<file path="src/rtl/multicycle_maindec_if.sv">
// Control bundle between the multicycle main decoder and the MIPS datapath.
// The controller uses the master modport and the datapath uses the slave modport.
interface multicycle_maindec_if;
  logic [5:0] op;
  logic       mem_ready;
  logic       pcwrite;
  logic       branch;
  logic       branch_ne;
  logic       irwrite;
  logic       regwrite;
  logic       memwrite;
  logic       iord;
  logic       memtoreg;
  logic       regdst;
  logic       alusrca;
  logic [1:0] alusrcb;
  logic [1:0] pcsrc;
  logic [1:0] aluop;
  logic [3:0] state_o;
  logic       illegal;

  modport master (
    input  op, mem_ready,
    output pcwrite, branch, branch_ne, irwrite, regwrite, memwrite, iord,
           memtoreg, regdst, alusrca, alusrcb, pcsrc, aluop, state_o, illegal
  );

  modport slave (
    output op, mem_ready,
    input  pcwrite, branch, branch_ne, irwrite, regwrite, memwrite, iord,
           memtoreg, regdst, alusrca, alusrcb, pcsrc, aluop, state_o, illegal
  );
endinterface

</file>
<file path="src/rtl/multicycle_maindec.sv">
// Moore main controller for the multicycle MIPS datapath. Datapath controls are registered from the next state.
// The only exception is the FETCH-cycle irwrite/pcwrite, which is gated by mem_ready.
module multicycle_maindec #(
  parameter logic [5:0] OP_RTYPE    = 6'b000000,
  parameter logic [5:0] OP_LW       = 6'b100011,
  parameter logic [5:0] OP_SW       = 6'b101011,
  parameter logic [5:0] OP_BEQ      = 6'b000100,
  parameter logic [5:0] OP_BNE      = 6'b000101,
  parameter logic [5:0] OP_ADDI     = 6'b001000,
  parameter logic [5:0] OP_J        = 6'b000010,
  parameter bit         SUPPORT_BNE = 1'b1
) (
  input  logic                 clk,
  input  logic                 reset,
  multicycle_maindec_if.master bus
);

  localparam int unsigned STATE_W = 4;

  typedef enum logic [STATE_W-1:0] {
    S_FETCH  = 4'd0,
    S_DECODE = 4'd1,
    S_MEMADR = 4'd2,
    S_MEMRD  = 4'd3,
    S_MEMWB  = 4'd4,
    S_MEMWR  = 4'd5,
    S_EXEC   = 4'd6,
    S_ALUWB  = 4'd7,
    S_BEQEX  = 4'd8,
    S_ADDIEX = 4'd9,
    S_ADDIWB = 4'd10,
    S_JEX    = 4'd11,
    S_BNEEX  = 4'd12,
    S_TRAP   = 4'd13
  } state_t;

  typedef struct packed {
    logic       fetch;
    logic       pcwrite;
    logic       branch;
    logic       branch_ne;
    logic       regwrite;
    logic       memwrite;
    logic       iord;
    logic       memtoreg;
    logic       regdst;
    logic       alusrca;
    logic [1:0] alusrcb;
    logic [1:0] pcsrc;
    logic [1:0] aluop;
  } ctrl_t;

  state_t r_state;
  ctrl_t  r_ctrl;
  logic   r_illegal;
  state_t w_next;
  logic   w_fetch_go;

  function automatic state_t next_state(input state_t s, input logic [5:0] op, input logic mr);
    state_t n;
    n = S_FETCH;
    case (s)
      S_FETCH:  n = mr ? S_DECODE : S_FETCH;
      S_DECODE: begin
        if (op == OP_LW || op == OP_SW)        n = S_MEMADR;
        else if (op == OP_RTYPE)               n = S_EXEC;
        else if (op == OP_BEQ)                 n = S_BEQEX;
        else if (SUPPORT_BNE && op == OP_BNE)  n = S_BNEEX;
        else if (op == OP_ADDI)                n = S_ADDIEX;
        else if (op == OP_J)                   n = S_JEX;
        else                                   n = S_TRAP;
      end
      S_MEMADR: n = (op == OP_LW) ? S_MEMRD : S_MEMWR;
      S_MEMRD:  n = mr ? S_MEMWB : S_MEMRD;
      S_MEMWR:  n = mr ? S_FETCH : S_MEMWR;
      S_EXEC:   n = S_ALUWB;
      S_ADDIEX: n = S_ADDIWB;
      S_TRAP:   n = S_TRAP;
      default:  n = S_FETCH;
    endcase
    return n;
  endfunction

  function automatic ctrl_t decode(input state_t s);
    ctrl_t c;
    c = '0;
    case (s)
      S_FETCH:  begin c.fetch = 1'b1; c.alusrcb = 2'b01; end
      S_DECODE: c.alusrcb = 2'b11;
      S_MEMADR, S_ADDIEX: begin c.alusrca = 1'b1; c.alusrcb = 2'b10; end
      S_MEMRD:  c.iord = 1'b1;
      S_MEMWR:  begin c.iord = 1'b1; c.memwrite = 1'b1; end
      S_MEMWB:  begin c.memtoreg = 1'b1; c.regwrite = 1'b1; end
      S_EXEC:   begin c.alusrca = 1'b1; c.aluop = 2'b10; end
      S_ALUWB:  begin c.regdst = 1'b1; c.regwrite = 1'b1; end
      S_BEQEX:  begin c.alusrca = 1'b1; c.aluop = 2'b01; c.pcsrc = 2'b01; c.branch = 1'b1; end
      S_BNEEX:  begin c.alusrca = 1'b1; c.aluop = 2'b01; c.pcsrc = 2'b01; c.branch_ne = 1'b1; end
      S_ADDIWB: c.regwrite = 1'b1;
      S_JEX:    begin c.pcsrc = 2'b10; c.pcwrite = 1'b1; end
      default:  c = '0;
    endcase
    return c;
  endfunction

  assign w_next = next_state(r_state, bus.op, bus.mem_ready);

  // Controls are loaded for the state being entered, so they are valid for the whole cycle.
  always_ff @(posedge clk or posedge reset) begin
    if (reset) begin
      r_state   <= S_FETCH;
      r_ctrl    <= decode(S_FETCH);
      r_illegal <= 1'b0;
    end else begin
      r_state   <= w_next;
      r_ctrl    <= decode(w_next);
      r_illegal <= r_illegal | (w_next == S_TRAP);
    end
  end

  // Instruction fetch commits only in the cycle memory reports done.
  assign w_fetch_go    = r_ctrl.fetch & bus.mem_ready & ~reset;

  assign bus.pcwrite   = r_ctrl.pcwrite | w_fetch_go;
  assign bus.irwrite   = w_fetch_go;
  assign bus.branch    = r_ctrl.branch;
  assign bus.branch_ne = r_ctrl.branch_ne;
  assign bus.regwrite  = r_ctrl.regwrite;
  assign bus.memwrite  = r_ctrl.memwrite;
  assign bus.iord      = r_ctrl.iord;
  assign bus.memtoreg  = r_ctrl.memtoreg;
  assign bus.regdst    = r_ctrl.regdst;
  assign bus.alusrca   = r_ctrl.alusrca;
  assign bus.alusrcb   = r_ctrl.alusrcb;
  assign bus.pcsrc     = r_ctrl.pcsrc;
  assign bus.aluop     = r_ctrl.aluop;
  assign bus.state_o   = r_state;
  assign bus.illegal   = r_illegal;

endmodule

</file>
<file path="src/flat_wrapper.sv">
// flat-port wrapper written by rule: the top's interface ports become plain ports
module multicycle_maindec_flat 
#(
  parameter logic [5:0] OP_RTYPE    = 6'b000000,
  parameter logic [5:0] OP_LW       = 6'b100011,
  parameter logic [5:0] OP_SW       = 6'b101011,
  parameter logic [5:0] OP_BEQ      = 6'b000100,
  parameter logic [5:0] OP_BNE      = 6'b000101,
  parameter logic [5:0] OP_ADDI     = 6'b001000,
  parameter logic [5:0] OP_J        = 6'b000010,
  parameter bit         SUPPORT_BNE = 1'b1
)
  (clk, reset, bus_op, bus_mem_ready, bus_pcwrite, bus_branch, bus_branch_ne, bus_irwrite, bus_regwrite, bus_memwrite, bus_iord, bus_memtoreg, bus_regdst, bus_alusrca, bus_alusrcb, bus_pcsrc, bus_aluop, bus_state_o, bus_illegal);
  multicycle_maindec_if bus_i ();
  input  logic clk;
  input  logic reset;
  input wire logic [$bits(bus_i.op)-1:0] bus_op;
  input wire logic [$bits(bus_i.mem_ready)-1:0] bus_mem_ready;
  output wire logic [$bits(bus_i.pcwrite)-1:0] bus_pcwrite;
  output wire logic [$bits(bus_i.branch)-1:0] bus_branch;
  output wire logic [$bits(bus_i.branch_ne)-1:0] bus_branch_ne;
  output wire logic [$bits(bus_i.irwrite)-1:0] bus_irwrite;
  output wire logic [$bits(bus_i.regwrite)-1:0] bus_regwrite;
  output wire logic [$bits(bus_i.memwrite)-1:0] bus_memwrite;
  output wire logic [$bits(bus_i.iord)-1:0] bus_iord;
  output wire logic [$bits(bus_i.memtoreg)-1:0] bus_memtoreg;
  output wire logic [$bits(bus_i.regdst)-1:0] bus_regdst;
  output wire logic [$bits(bus_i.alusrca)-1:0] bus_alusrca;
  output wire logic [$bits(bus_i.alusrcb)-1:0] bus_alusrcb;
  output wire logic [$bits(bus_i.pcsrc)-1:0] bus_pcsrc;
  output wire logic [$bits(bus_i.aluop)-1:0] bus_aluop;
  output wire logic [$bits(bus_i.state_o)-1:0] bus_state_o;
  output wire logic [$bits(bus_i.illegal)-1:0] bus_illegal;
  assign bus_i.op = bus_op;
  assign bus_i.mem_ready = bus_mem_ready;
  assign bus_pcwrite = bus_i.pcwrite;
  assign bus_branch = bus_i.branch;
  assign bus_branch_ne = bus_i.branch_ne;
  assign bus_irwrite = bus_i.irwrite;
  assign bus_regwrite = bus_i.regwrite;
  assign bus_memwrite = bus_i.memwrite;
  assign bus_iord = bus_i.iord;
  assign bus_memtoreg = bus_i.memtoreg;
  assign bus_regdst = bus_i.regdst;
  assign bus_alusrca = bus_i.alusrca;
  assign bus_alusrcb = bus_i.alusrcb;
  assign bus_pcsrc = bus_i.pcsrc;
  assign bus_aluop = bus_i.aluop;
  assign bus_state_o = bus_i.state_o;
  assign bus_illegal = bus_i.illegal;
  multicycle_maindec #(.OP_RTYPE(OP_RTYPE), .OP_LW(OP_LW), .OP_SW(OP_SW), .OP_BEQ(OP_BEQ), .OP_BNE(OP_BNE), .OP_ADDI(OP_ADDI), .OP_J(OP_J), .SUPPORT_BNE(SUPPORT_BNE)) u_core (.clk(clk), .reset(reset), .bus(bus_i));
endmodule
</file>
<file path="config.mk">
export PLATFORM = sky130hd
export DESIGN_NAME = multicycle_maindec_flat
export DESIGN_NICKNAME = d
export VERILOG_FILES = /design/src/rtl/multicycle_maindec_if.sv /design/src/rtl/multicycle_maindec.sv /design/src/flat_wrapper.sv
export SDC_FILE = /design/constraint.sdc
export NUM_CORES = 1
export LEC_CHECK = 0
export ABC_AREA = 1
export CAP_MARGIN = 40
export CORE_ASPECT_RATIO = 0.9
export CORE_MARGIN = 2
export CORE_UTILIZATION = 48
export DETAILED_ROUTE_END_ITERATION = 10
export PLACE_DENSITY_LB_ADDON = 0.2
export SETUP_SLACK_MARGIN = 0.3
export SYNTH_ARGS = -nofsm -noshare
export SYNTH_HDL_FRONTEND = slang
export SYNTH_SLANG_ARGS = --single-unit
</file>
<file path="constraint.sdc">
create_clock -name clk -period 1.6 [get_ports clk]
set_input_delay 0.4 -clock clk [delete_from_list [all_inputs] [get_ports clk]]
set_output_delay 0.4 -clock clk [all_outputs]
set_load 0.02 [all_outputs]
</file>
==> results of run 1 <==
layout by cell type, fill, tap and decap left out, types with 3 or more instances in the layout:
master	synthesis	layout
sky130_fd_sc_hd__buf_4	6	25
sky130_fd_sc_hd__clkbuf_4	0	3
sky130_fd_sc_hd__nand2_1	17	11
sky130_fd_sc_hd__nand3_1	7	4
sky130_fd_sc_hd__dfrtp_2	0	4
sky130_fd_sc_hd__nor2_4	8	19
sky130_fd_sc_hd__nand2_8	0	3
sky130_fd_sc_hd__buf_2	0	11
sky130_fd_sc_hd__inv_1	13	11
sky130_fd_sc_hd__inv_2	7	8
sky130_fd_sc_hd__nor2_1	17	6
sky130_fd_sc_hd__nand2_2	5	6
sky130_fd_sc_hd__buf_6	0	47
sky130_fd_sc_hd__dlygate4sd2_1	0	7
sky130_fd_sc_hd__nor2_2	6	6
sky130_fd_sc_hd__dfrtp_1	18	14
sky130_fd_sc_hd__nand3_4	1	7
sky130_fd_sc_hd__nand3_2	8	5
sky130_fd_sc_hd__nand2_4	6	8
final timing paths:
kind / startpoint / endpoint / slack, ns / depth (start not counted)
min in group clk: u_core.bus.illegal / u_core.bus.illegal / 0.54 / 1
max in group asynchronous: reset / u_core.r_ctrl[15] / 1.00 / 3
hold / removal: reset / u_core.bus.memwrite / 0.31 / 3
hold reg to reg: u_core.bus.illegal / u_core.bus.illegal / 0.54 / 1
setup reg to reg: u_core.bus.state_o[0] / u_core.bus.alusrca / -0.24 / 12
setup / recovery: u_core.bus.state_o[0] / u_core.bus.alusrca / -0.24 / 12
per-stage QoR:
stage	instance area [um2]	worst slack, ns	power (mW)	setup TNS [ns]
floorplan	1230	0.112	2.14	0
global placement	1720	-0.557	3.03	-6.17
detailed placement	1720	-0.540	3.06	-6.45
CTS	2150	-0.0188	4.52	-0.0379
global route	2350	-0.277	5.72	-2.27
finish	2350	-0.242	5.55	-1.86
registers in the layout, summed over array words and instances (netlist names):
signal	cells
u_core.bus.alusrcb	2
u_core.bus.alusrca	1
u_core.r_ctrl	2
u_core.bus.illegal	1
u_core.bus.branch_ne	1
u_core.bus.regwrite	1
u_core.bus.branch	1
u_core.bus.memtoreg	1
u_core.bus.iord	1
u_core.bus.aluop	2
u_core.bus.regdst	1
u_core.bus.pcsrc	1
u_core.bus.memwrite	1
u_core.bus.state_o	4
worst register-to-register path, cell delays in order (launching register included):
cell and delay [ns]:
sky130_fd_sc_hd__dfrtp_2 0.48, sky130_fd_sc_hd__inv_2 0.08, sky130_fd_sc_hd__nand2_2 0.12, sky130_fd_sc_hd__inv_2 0.08, sky130_fd_sc_hd__nand2_4 0.09, sky130_fd_sc_hd__buf_6 0.13
sky130_fd_sc_hd__nand3_4 0.07, sky130_fd_sc_hd__nor2_4 0.22, sky130_fd_sc_hd__nand2_4 0.10, sky130_fd_sc_hd__nand2_4 0.11, sky130_fd_sc_hd__nor2_4 0.05, sky130_fd_sc_hd__nor2_2 0.10
sky130_fd_sc_hd__nand2_1 0.09
area by class of cell:
class | instances | area, um2 | area share (%)
timing repair buffer | 92 | 858 | 36.6
multi-input combinational | 86 | 790 | 33.7
sequential | 20 | 508 | 21.7
inverter | 22 | 103 | 4.37
tap | 28 | 35.0 | 1.49
clock inverter | 1 | 30.0 | 1.28
clock buffer | 3 | 22.5 | 0.960
cell families after synthesis:
family / Yosys count / share of synthesized area [%]
flip-flops: 20 / 41.8
buffers and inverters: 28 / 11.2
AND/OR/NAND/NOR: 81 / 43.6
AO/OA/AOI/OAI: 5 / 3.33
cell usage after synthesis, drive strengths merged:
cell,n,share of area (%)
a31oi,1,0.52
and2,1,0.73
buf,6,3.7
clkinv,1,0.73
dfrtp,18,37
dfstp,2,4.4
inv,21,6.8
nand2,28,14
nand3,16,11
nand4,2,1.0
nor2,31,16
nor3,2,0.83
o21ai,3,2.2
o21bai,1,0.62
or2,1,0.52
power groups by stage:
stage               clock network (mW)  registers [mW]  logic [mW]
finish                           0.439           0.847        4.27
global route                     0.459           0.856        4.40
CTS                              0.431           0.802        3.29
detailed placement                   0           0.805        2.25
global placement                     0           0.800        2.23
floorplan                            0           0.940        1.20
timing repair:
action	in CTS	in global routing
endpoints found under the setup margin	38	28
hold buffers	0	0
resized for setup	165	39
pin swaps	31	26
setup buffers	27	9
per-layer routing:
layer | part of all wire (%) | track usage (%) | up-vias | wire length [um]
met3 | 5.6 | 6.08 | 33 | 320
met2 | 52 | 53.7 | 84 | 3000
li1 | - | - | 593 | -
met4 | 5.7 | 17.4 | 0 | 329
met1 | 36 | 36.5 | 728 | 2080
met5 | 0 | 0 | - | 0
==> impl_results.md, run 1 <==
- CTS clock-pin slew for the worst setup and hold paths: 0.13 ns
- Iteration-0 DRC Markers: 58
- Total Die Area: 2920 um2
- Remaining global-route overflow: 0
- Cell mode on critical path: sky130_fd_sc_hd__nand2_4
- Critical path's top delay family: simple AND/OR/NAND/NOR gates
- Status: finished, violations left
- Setup repair after global routing missed its margin: yes
- Clock Power Share: 7.9%
- Pwr dens: 2370 nW/um2
- Fraction of the yosys area taken by sequential cells: 41.8%
- Maximum number of pins on one net before global-route repair: 21
- Final-report max-slew violation count: 0
- Die height: 51.5 um
- Drt first pass iters: 4
- Total GRT Usage: 31.2%
- Switching portion of total power: 44.9%
- Number of nets in the finished design: 234
- Number of antenna violations at the first check in global routing: 0
- CTS sink cnt: 20
- Area of the core region: 2420 um2
- Routed wire per std cell: 22.7 um
- Logic pwr share: 76.8%
- Hpwl dp: 1960 um
- H-tree depth reported by CTS: 1
- Starting utilization of the core area: 49.6%
- Slowest cell delay on critical path: 0.48 ns
- Max rail drop VDD: 1.99 mV
- CTS Root Buffer Type: sky130_fd_sc_hd__clkbuf_4
- Die outline width: 56.8 um
- Post-Layout Cell Count: 252
- Number of buffers created by CTS: 3
- First-pass GRT wire length: 6650 um
- Final core utilization: 96.7%
- Count of distinct cell types in the synthesized netlist: 25
- Max FO, Critical Path: 5
- Actual transition at the worst max-transition pin: 0.282 ns
- Number of buffers and inverters on the critical path: 3
- Worst clock skew: 0.0140 ns
- RD Place Congestion: 0.843
- Net switching power figure: 2.49 mW
- Category of the worst setup path launch point: flop
- I/O Buffers: 29
- Remaining antenna violation count after routing: 0
- Number of fill cells in the layout: 43
- Arrival time worst endpoint: 2.05 ns
- Via count: 1438
- Internal Dissipation: 3.06 mW
- Min setup slack post-route: -0.242 ns
- Number of placed instances with taps included: 212
- Yosys synthesis warning count: 0
- Share of post-route cells with drive strength above 1: 74.1%
- Area growth from synthesis to layout: 95.1%
- Min-Delay Path Class: primary input to async pin
- Maximum achievable frequency: 543 MHz
- Max-Cap Viols: 0
- Vias in the first global route: 1310
- Post-Synthesis Net Count: 143
- Ordered cell list for the critical path: inv_2 -> nand2_2 -> inv_2 -> nand2_4 -> buf_6 -> nand3_4 -> nor2_4 -> nand2_4 -> nand2_4 -> nor2_4 -> nor2_2 -> nand2_1
- Gate count of the mapped netlist: 134
- Boundary Pins: 30
- Post-Route WL: 5730 um
- Worst slew slack as a fraction of its limit: 81.2%
- Worst Setup Path Type: flop to flop
- TritonCTS clock tree: done
- Setup violation total in the final timing report: 16
- Via/cell ratio: 5.71
- Mean instance size in the synthesized netlist: 8.97 um2
- Post-layout min period: 1.84 ns
- Req. time, crit path: 1.81 ns
- Worst-case clock buffer depth: 2
- Total of flip-flops plus latches after synthesis: 20
- Drt drc: 0
- Cell area after synthesis: 1200 um2
- Row count: 17
- Final hold violation count: 0
- Crit share post-route: 115%
- Clock insertion delay at the later pin of the skew report: 0.33 ns
- Violations in the final reports: negative setup slack
- CP max stage cell: sky130_fd_sc_hd__dfrtp_2
- Antenna Cells: 0
- Sequential power share: 15.3%
- Worst slack on hold paths: 0.315 ns
- Crit path capture type: flop
- Leak Pwr: 1.22 nW
Power figures use the tool's default switching activity.
==> run 2: changes to the inputs <==
Settings changed: CORE_UTILIZATION 48 to 50, DONT_BUFFER_PORTS set to 1, SKIP_LAST_GASP set to 1.
==> run 2 against run 1 <==
  * The run still ends with negative setup slack left
  * Sequential cell count is the same
  * Critical path depth down 9
  * Largest power group unchanged
  * Cell area is 33% lower
  * Sequential power up 14%
  * Worst setup slack improved by 0.19 ns
  * Critical endpoint is now bus_pcwrite
  * Clock power shrank 6.6%
  * Maximum frequency rose by 11%
  * Clock skew fell by 0.013 ns
  * Total power fell by 33%
  * Combinational power shrank 45%
  * Register-to-register slack gained 0.24 ns
==> impl_results.md, run 2 (synthesized netlist as in run 1, its figures left out) <==
- Number of nets in the finished design: 161 (-31%)
- Req. time, crit path: 1.20 ns (-0.61 ns)
- Worst Setup Path Type: flop to primary output
- Share of post-route cells with drive strength above 1: 60.3% (-14 points)
- Total GRT Usage: 19.5% (-12 points)
- Iteration-0 DRC Markers: 12 (-79%)
- Starting utilization of the core area: 54.1% (+4.5 points)
- Row count: 16 (-1)
- H-tree depth reported by CTS: 1 (unchanged)
- Critical R2R Capture: u_core.bus.alusrca
- Drt first pass iters: 4 (unchanged)
- Antenna Cells: 0 (unchanged)
- Setup violation total in the final timing report: 1 (-15)
- Min setup slack post-route: -0.0542 ns (+0.188 ns)
- Worst slew slack as a fraction of its limit: 68.5% (-13 points)
- Internal Dissipation: 1.96 mW (-36%)
- I/O Buffers: 0 (-100%)
- Leak Pwr: 0.798 nW (-35%)
- Sequential power share: 25.8% (+11 points)
- Final hold violation count: 0 (unchanged)
- Met2 routing resource usage after global routing: 32.3% (-21 points)
- Post-Route WL: 2730 um (-52%)
- Final-report max-slew violation count: 0 (unchanged)
- Max FO, Critical Path: 2 (-3)
- Ordered cell list for the critical path: nand2_2 -> nor2_4 -> or2_4
- Final core utilization: 70.9% (-26 points)
- TritonCTS clock tree: done
- Die height: 50.5 um (-1.9%)
- First-pass GRT wire length: 4080 um (-39%)
- Violations in the final reports: negative setup slack
- Via count: 912 (-37%)
- Switching portion of total power: 47.5% (+2.6 points)
- Max reg flops: 4 (unchanged)
- CTS sink cnt: 20 (unchanged)
- Met3 Use GR: 5.67% (-0.41 points)
- Critical path's top delay family: flip-flops
- Pwr dens: 2370 nW/um2 (about the same)
- Area of the core region: 2220 um2 (-8.4%)
- Max-Cap Viols: 0 (unchanged)
- Maximum number of pins on one net before global-route repair: 13 (-38%)
- CP max stage cell: sky130_fd_sc_hd__dfstp_2
- Category of the worst setup path launch point: flop
- Actual transition at the worst max-transition pin: 0.471 ns (+0.189 ns)
- Net switching power figure: 1.77 mW (-29%)
- Hpwl dp: 1860 um (-5.2%)
- Met1 Track Usage GR: 23.4% (-13 points)
- Clock insertion delay at the later pin of the skew report: 0.30 ns (-0.03 ns)
- Highest-count cells in the layout ignoring fill and taps: sky130_fd_sc_hd__nor2_4, sky130_fd_sc_hd__nand2_1, sky130_fd_sc_hd__buf_6, sky130_fd_sc_hd__dfrtp_1, sky130_fd_sc_hd__inv_1
- R2r setup slk: 0 ns (+0.24 ns)
- Remaining global-route overflow: 0 (unchanged)
- Number of buffers created by CTS: 3 (unchanged)
- Worst-case clock buffer depth: 2 (unchanged)
- Crit share post-route: 103% (-12 points)
- Vias in the first global route: 877 (-33%)
- Setup repair after global routing missed its margin: yes
- Clock Power Share: 11.0% (+3.1 points)
- Arrival time worst endpoint: 1.25 ns (-0.80 ns)
- PnR Total Power: 3.73 mW (-33%)
- Number of buffers and inverters on the critical path: 0 (-3)
- Post-layout min period: 1.65 ns (-0.188 ns)
- Via/cell ratio: 5.12 (-10%)
- Area growth from synthesis to layout: 31.0%
- Most utilized layer in the global route result: met2
- Worst reg2reg path depth: 12 (unchanged)
- Status: finished, violations left
- Routed wire per std cell: 15.3 um (-33%)
- Maximum achievable frequency: 605 MHz (+11%)
- Worst clock skew: 0.00138 ns (-0.0126 ns)
- Remaining antenna violation count after routing: 0 (unchanged)
- Min-Delay Path Class: primary input to async pin
- Die outline width: 55.7 um (-1.9%)
- Total Die Area: 2810 um2 (-3.7%)
- CTS Root Buffer Type: sky130_fd_sc_hd__clkbuf_4
- Worst r2r src: u_core.bus.state_o[0]
- Logic pwr share: 63.2% (-14 points)
- Boundary Pins: 30 (unchanged)
- Number of antenna violations at the first check in global routing: 0 (unchanged)
- Slowest cell delay on critical path: 0.54 ns (+0.06 ns)
- Crit path capture type: primary output
- RD Place Congestion: 0.965 (+14%)
- Total negative setup slack: -0.0542 ns (+1.81 ns)
- CTS clock-pin slew for the worst setup and hold paths: 0.11 ns (-0.02 ns)
- Drt drc: 0 (unchanged)
- Max rail drop VDD: 1.42 mV (-29%)
run 2: changes by cell type in the layout (fill, tap and decap cells not counted), sizes merged:
cell,change
buf,-66
inv,-1
dlygate4sd3,+1
dlygate4sd2,-7
clkbuf,-1
clkinv,+1
run 2: worst max-delay path by stage:
| stage | depth (start not counted) | to | start | slack, ns |
|---|---|---|---|---|
| 6_report | 3 | bus_pcwrite | u_core.r_ctrl[15] | -0.05 |
| 2_1_floorplan | 10 | u_core.bus.alusrca | u_core.bus.state_o[2] | 0.11 |
| 4_1_cts | 3 | bus_pcwrite | u_core.r_ctrl[15] | -0.07 |
| 3_3_place_gp | 10 | u_core.bus.alusrca | bus_op[0] | 0.07 |
| 5_1_grt | 10 | u_core.bus.alusrca | u_core.bus.state_o[2] | -0.12 |
| 3_5_place_dp | 10 | u_core.bus.alusrca | bus_op[0] | -0.01 |
run 2: power by group through the flow:
stage	registers [mW]	logic [mW]	clock network, mW
finish	0.964	2.36	0.410
global route	0.985	2.51	0.437
CTS	0.961	1.99	0.416
detailed placement	0.966	1.47	0
global placement	0.960	1.45	0
floorplan	0.940	1.20	0
run 2: layout make-up:
cell class / instances / area [um2]
multi-input combinational: 86 / 693
fill: 158 / 647
sequential: 20 / 509
timing repair buffer: 19 / 194
inverter: 22 / 92.6
tap: 27 / 33.8
clock inverter: 1 / 30.0
clock buffer: 3 / 22.5
run 2: what timing repair did:
action / CTS / global route
endpoints found under the hold margin: 10 / 0
setup endpoints to repair: 20 / 26
pin swaps: 9 / 13
buffers inserted: 7 / 4
gates resized for setup: 26 / 15
hold buffers: 1 / 0
run 2: stage by stage:
stage | setup WS, ns | instances | area, um2 | hold slack (ns)
floorplan | 0.112 | 134 | 1230 | 0.362
global placement | 0.0689 | 162 | 1270 | 0.323
detailed placement | -0.0108 | 162 | 1270 | 0.334
CTS | -0.0662 | 174 | 1490 | 0.0256
global route | -0.117 | 178 | 1580 | 0.0269
finish | -0.0542 | 178 | 1580 | 0.0291
run 2: worst reg2reg max path: stages (launching register included):
cell,delay (ns)
sky130_fd_sc_hd__dfrtp_2,0.47
sky130_fd_sc_hd__inv_2,0.08
sky130_fd_sc_hd__nand2_2,0.06
sky130_fd_sc_hd__inv_2,0.08
sky130_fd_sc_hd__nand2_1,0.09
sky130_fd_sc_hd__nor2_4,0.13
sky130_fd_sc_hd__nor2_4,0.06
sky130_fd_sc_hd__nand2_4,0.10
sky130_fd_sc_hd__clkinv_4,0.10
sky130_fd_sc_hd__nand2_4,0.12
sky130_fd_sc_hd__nor2_2,0.05
sky130_fd_sc_hd__nor2_2,0.09
sky130_fd_sc_hd__nand2_1,0.07
run 2: layer usage:
metal  vias up  routed length (um)
met5         -                   0
met4         0                  42
met3         7                 174
met2        30                1430
met1       431                1090
li1        444                   -
==> run 3: changes to the inputs <==
Settings changed: CTS_BUF_LIST set to sky130_fd_sc_hd__clkbuf_16.
==> run 3 against run 2 <==
  * The run still ends with negative setup slack left
  * Combinational power is 6% lower
  * Non-clock buffer count stayed put
  * Clock power increased by 66%
  * Core utilization is 1.8 points higher
  * Wire length fell by 0.48%
  * Maximum frequency up 2.7%
  * Clock skew hardly changed
==> impl_results.md, run 3 (synthesized netlist as in run 1, its figures left out) <==
- Status: finished, violations left
- Violations in the final reports: negative setup slack
- Number of nets in the finished design: 161 (unchanged)
- Total GRT Usage: 20.2% (+0.77 points)
- Arrival time worst endpoint: 1.75 ns (+0.50 ns)
- Iteration-0 DRC Markers: 4 (-8)
- Post-placement worst setup slack: -0.0108 ns (unchanged)
- Post-layout min period: 1.61 ns (-0.0428 ns)
- First-pass GRT wire length: 4240 um (+3.9%)
- CTS sink cnt: 20 (unchanged)
- Category of the worst setup path launch point: flop
- Worst Setup Path Type: flop to flop
- Number of buffers and inverters on the critical path: 2 (+2)
- Drt first pass iters: 4 (unchanged)
- Number of antenna violations at the first check in global routing: 0 (unchanged)
- Worst reg2reg path depth: 11 (-1)
- Cell mode on critical path: sky130_fd_sc_hd__nor2_4
- Maximum number of pins on one net before global-route repair: 14 (+1)
- Setup violation total in the final timing report: 2 (+1)
- Share of post-route cells with drive strength above 1: 59.6% (-0.66 points)
- Min-Delay Path Class: primary input to async pin
- Clock insertion delay at the later pin of the skew report: 0.25 ns (-0.05 ns)
- Maximum achievable frequency: 621 MHz (+2.7%)
- Pwr dens: 2380 nW/um2 (+0.67%)
- Critical path's top delay family: simple AND/OR/NAND/NOR gates
- Slowest cell delay on critical path: 0.44 ns (-0.10 ns)
- Max-Cap Viols: 0 (unchanged)
- Ordered cell list for the critical path: nor2_4 -> buf_4 -> nand2_1 -> nor2_4 -> nor2_4 -> nand2_4 -> clkinv_4 -> nand2_4 -> nor2_2 -> nor2_2 -> nand2_1
- Worst slew slack as a fraction of its limit: 67.6% (-0.91 points)
- RD Place Congestion: 0.965 (unchanged)
- Via count: 883 (-3.2%)
- Final hold violation count: 0 (unchanged)
- Die outline width: 55.7 um (unchanged)
- Leak Pwr: 0.813 nW (+1.9%)
- Post-Route WL: 2720 um (-0.48%)
- Remaining global-route overflow: 0 (unchanged)
- Vias in the first global route: 896 (+2.2%)
- Crit share post-route: 101% (-2.7 points)
- CTS Root Buffer Type: sky130_fd_sc_hd__clkbuf_16
- Actual transition at the worst max-transition pin: 0.486 ns (+0.0146 ns)
- Setup repair after global routing missed its margin: yes
- Antenna Cells: 0 (unchanged)
- Die height: 50.5 um (unchanged)
- Worst clock skew: 0.00172 ns (+0.000340 ns)
- Min setup slack post-route: -0.0114 ns (+0.0428 ns)
- CP max stage cell: sky130_fd_sc_hd__dfrtp_2
- Routed wire per std cell: 15.3 um (-0.48%)
- Area of the core region: 2220 um2 (unchanged)
- Number of buffers created by CTS: 3 (unchanged)
- Highest-count cells in the layout ignoring fill and taps: sky130_fd_sc_hd__dfrtp_1, sky130_fd_sc_hd__nand2_1, sky130_fd_sc_hd__inv_1, sky130_fd_sc_hd__nor2_4
- H-tree depth reported by CTS: 1 (unchanged)
- Worst-case clock buffer depth: 2 (unchanged)
- Logic depth of the worst setup path including buffers: 11 (+8)
- Boundary Pins: 30 (unchanged)
- Req. time, crit path: 1.74 ns (+0.54 ns)
- Starting utilization of the core area: 54.1% (unchanged)
- I/O Buffers: 0 (unchanged)
- PnR Total Power: 3.85 mW (+3.2%)
- Via/cell ratio: 4.96 (-3.2%)
- Hpwl dp: 1860 um (unchanged)
- Area growth from synthesis to layout: 34.3%
- Max rail drop VDD: 1.64 mV (+15%)
- TritonCTS clock tree: done
- Max reg flops: 4 (unchanged)
- CTS clock-pin slew for the worst setup and hold paths: 0.06 ns (-0.05 ns)
- Total Die Area: 2810 um2 (unchanged)
- Drt drc: 0 (unchanged)
- Final-report max-slew violation count: 0 (unchanged)
- Row count: 16 (unchanged)
- Remaining antenna violation count after routing: 0 (unchanged)
- Max FO, Critical Path: 4 (+2)
- Most frequent standard cell in the layout excluding fill and tap cells: sky130_fd_sc_hd__dfrtp_1
- Crit path capture type: flop
==> run 3: changes by cell type in the layout (fill, tap and decap cells not counted), moves of 2 or more <==
cell / change
sky130_fd_sc_hd__buf_6: -5
sky130_fd_sc_hd__clkbuf_4: -3
sky130_fd_sc_hd__o21ai_1: +2
sky130_fd_sc_hd__buf_4: +5
sky130_fd_sc_hd__clkbuf_16: +3
==> run 3: worst reg2reg max path: stages (launching register included) <==
cell and delay (ns):
sky130_fd_sc_hd__dfrtp_2 0.44, sky130_fd_sc_hd__nor2_4 0.16, sky130_fd_sc_hd__buf_4 0.14, sky130_fd_sc_hd__nand2_1 0.10, sky130_fd_sc_hd__nor2_4 0.15, sky130_fd_sc_hd__nor2_4 0.06
sky130_fd_sc_hd__nand2_4 0.08, sky130_fd_sc_hd__clkinv_4 0.07, sky130_fd_sc_hd__nand2_4 0.09, sky130_fd_sc_hd__nor2_2 0.05, sky130_fd_sc_hd__nor2_2 0.09, sky130_fd_sc_hd__nand2_1 0.07
==> run 3: final timing paths <==
check | startpoint | to | slack (ns)
worst max-delay path | u_core.bus.state_o[2] | u_core.bus.alusrcb[1] | -0.01
worst min-delay path | reset | u_core.bus.memtoreg | 0.05
worst max register to register | u_core.bus.state_o[2] | u_core.bus.alusrcb[1] | -0.01
worst min register to register | u_core.bus.illegal | u_core.bus.illegal | 0.63
max in group asynchronous | reset | u_core.bus.branch_ne | 1.05
min in group clk | bus_mem_ready | u_core.bus.alusrcb[1] | 0.37
==> run 3: repair_timing <==
item | CTS | global route
hold buffers | 0 | 0
gates resized for setup | 20 | 14
buffers inserted | 7 | 5
setup endpoints to repair | 15 | 18
pin swaps | 6 | 8
==> run 3: where the power goes <==
group,total (mW),switching [mW],internal [mW]
logic,2.21,1.26,0.948
registers,0.962,0.262,0.700
clock network,0.682,0.186,0.496
==> run 3: routing by layer <==
metal	wire length, um	up-vias	track usage, %
met5	0	-	0
met4	24	0	6.91
met3	114	5	6.96
met2	1430	20	33.5
met1	1140	420	24.7
li1	-	438	-
==> run 3: final cells by class <==
cell class	instances	area, um2
clock buffers	3	75.1
fillers	149	607
repair buffers	19	185
multi-input cells	86	691
clock inverters	1	30.0
flip-flops and latches	20	508
inverters	22	92.6
well taps	27	33.8
==> run 3: per-stage QoR <==
step / utilization [%] / hold slack, ns / instances / instance area (um2) / setup TNS [ns]
6_report: 72.7 / 0.0513 / 178 / 1620 / -0.0202
5_1_grt: 72.7 / 0.0926 / 178 / 1620 / -0.293
4_1_cts: 68.5 / 0.0611 / 173 / 1520 / 0
3_5_place_dp: 57.1 / 0.334 / 162 / 1270 / -0.0108
3_3_place_gp: 57.1 / 0.323 / 162 / 1270 / 0
2_1_floorplan: - / 0.362 / 134 / 1230 / 0
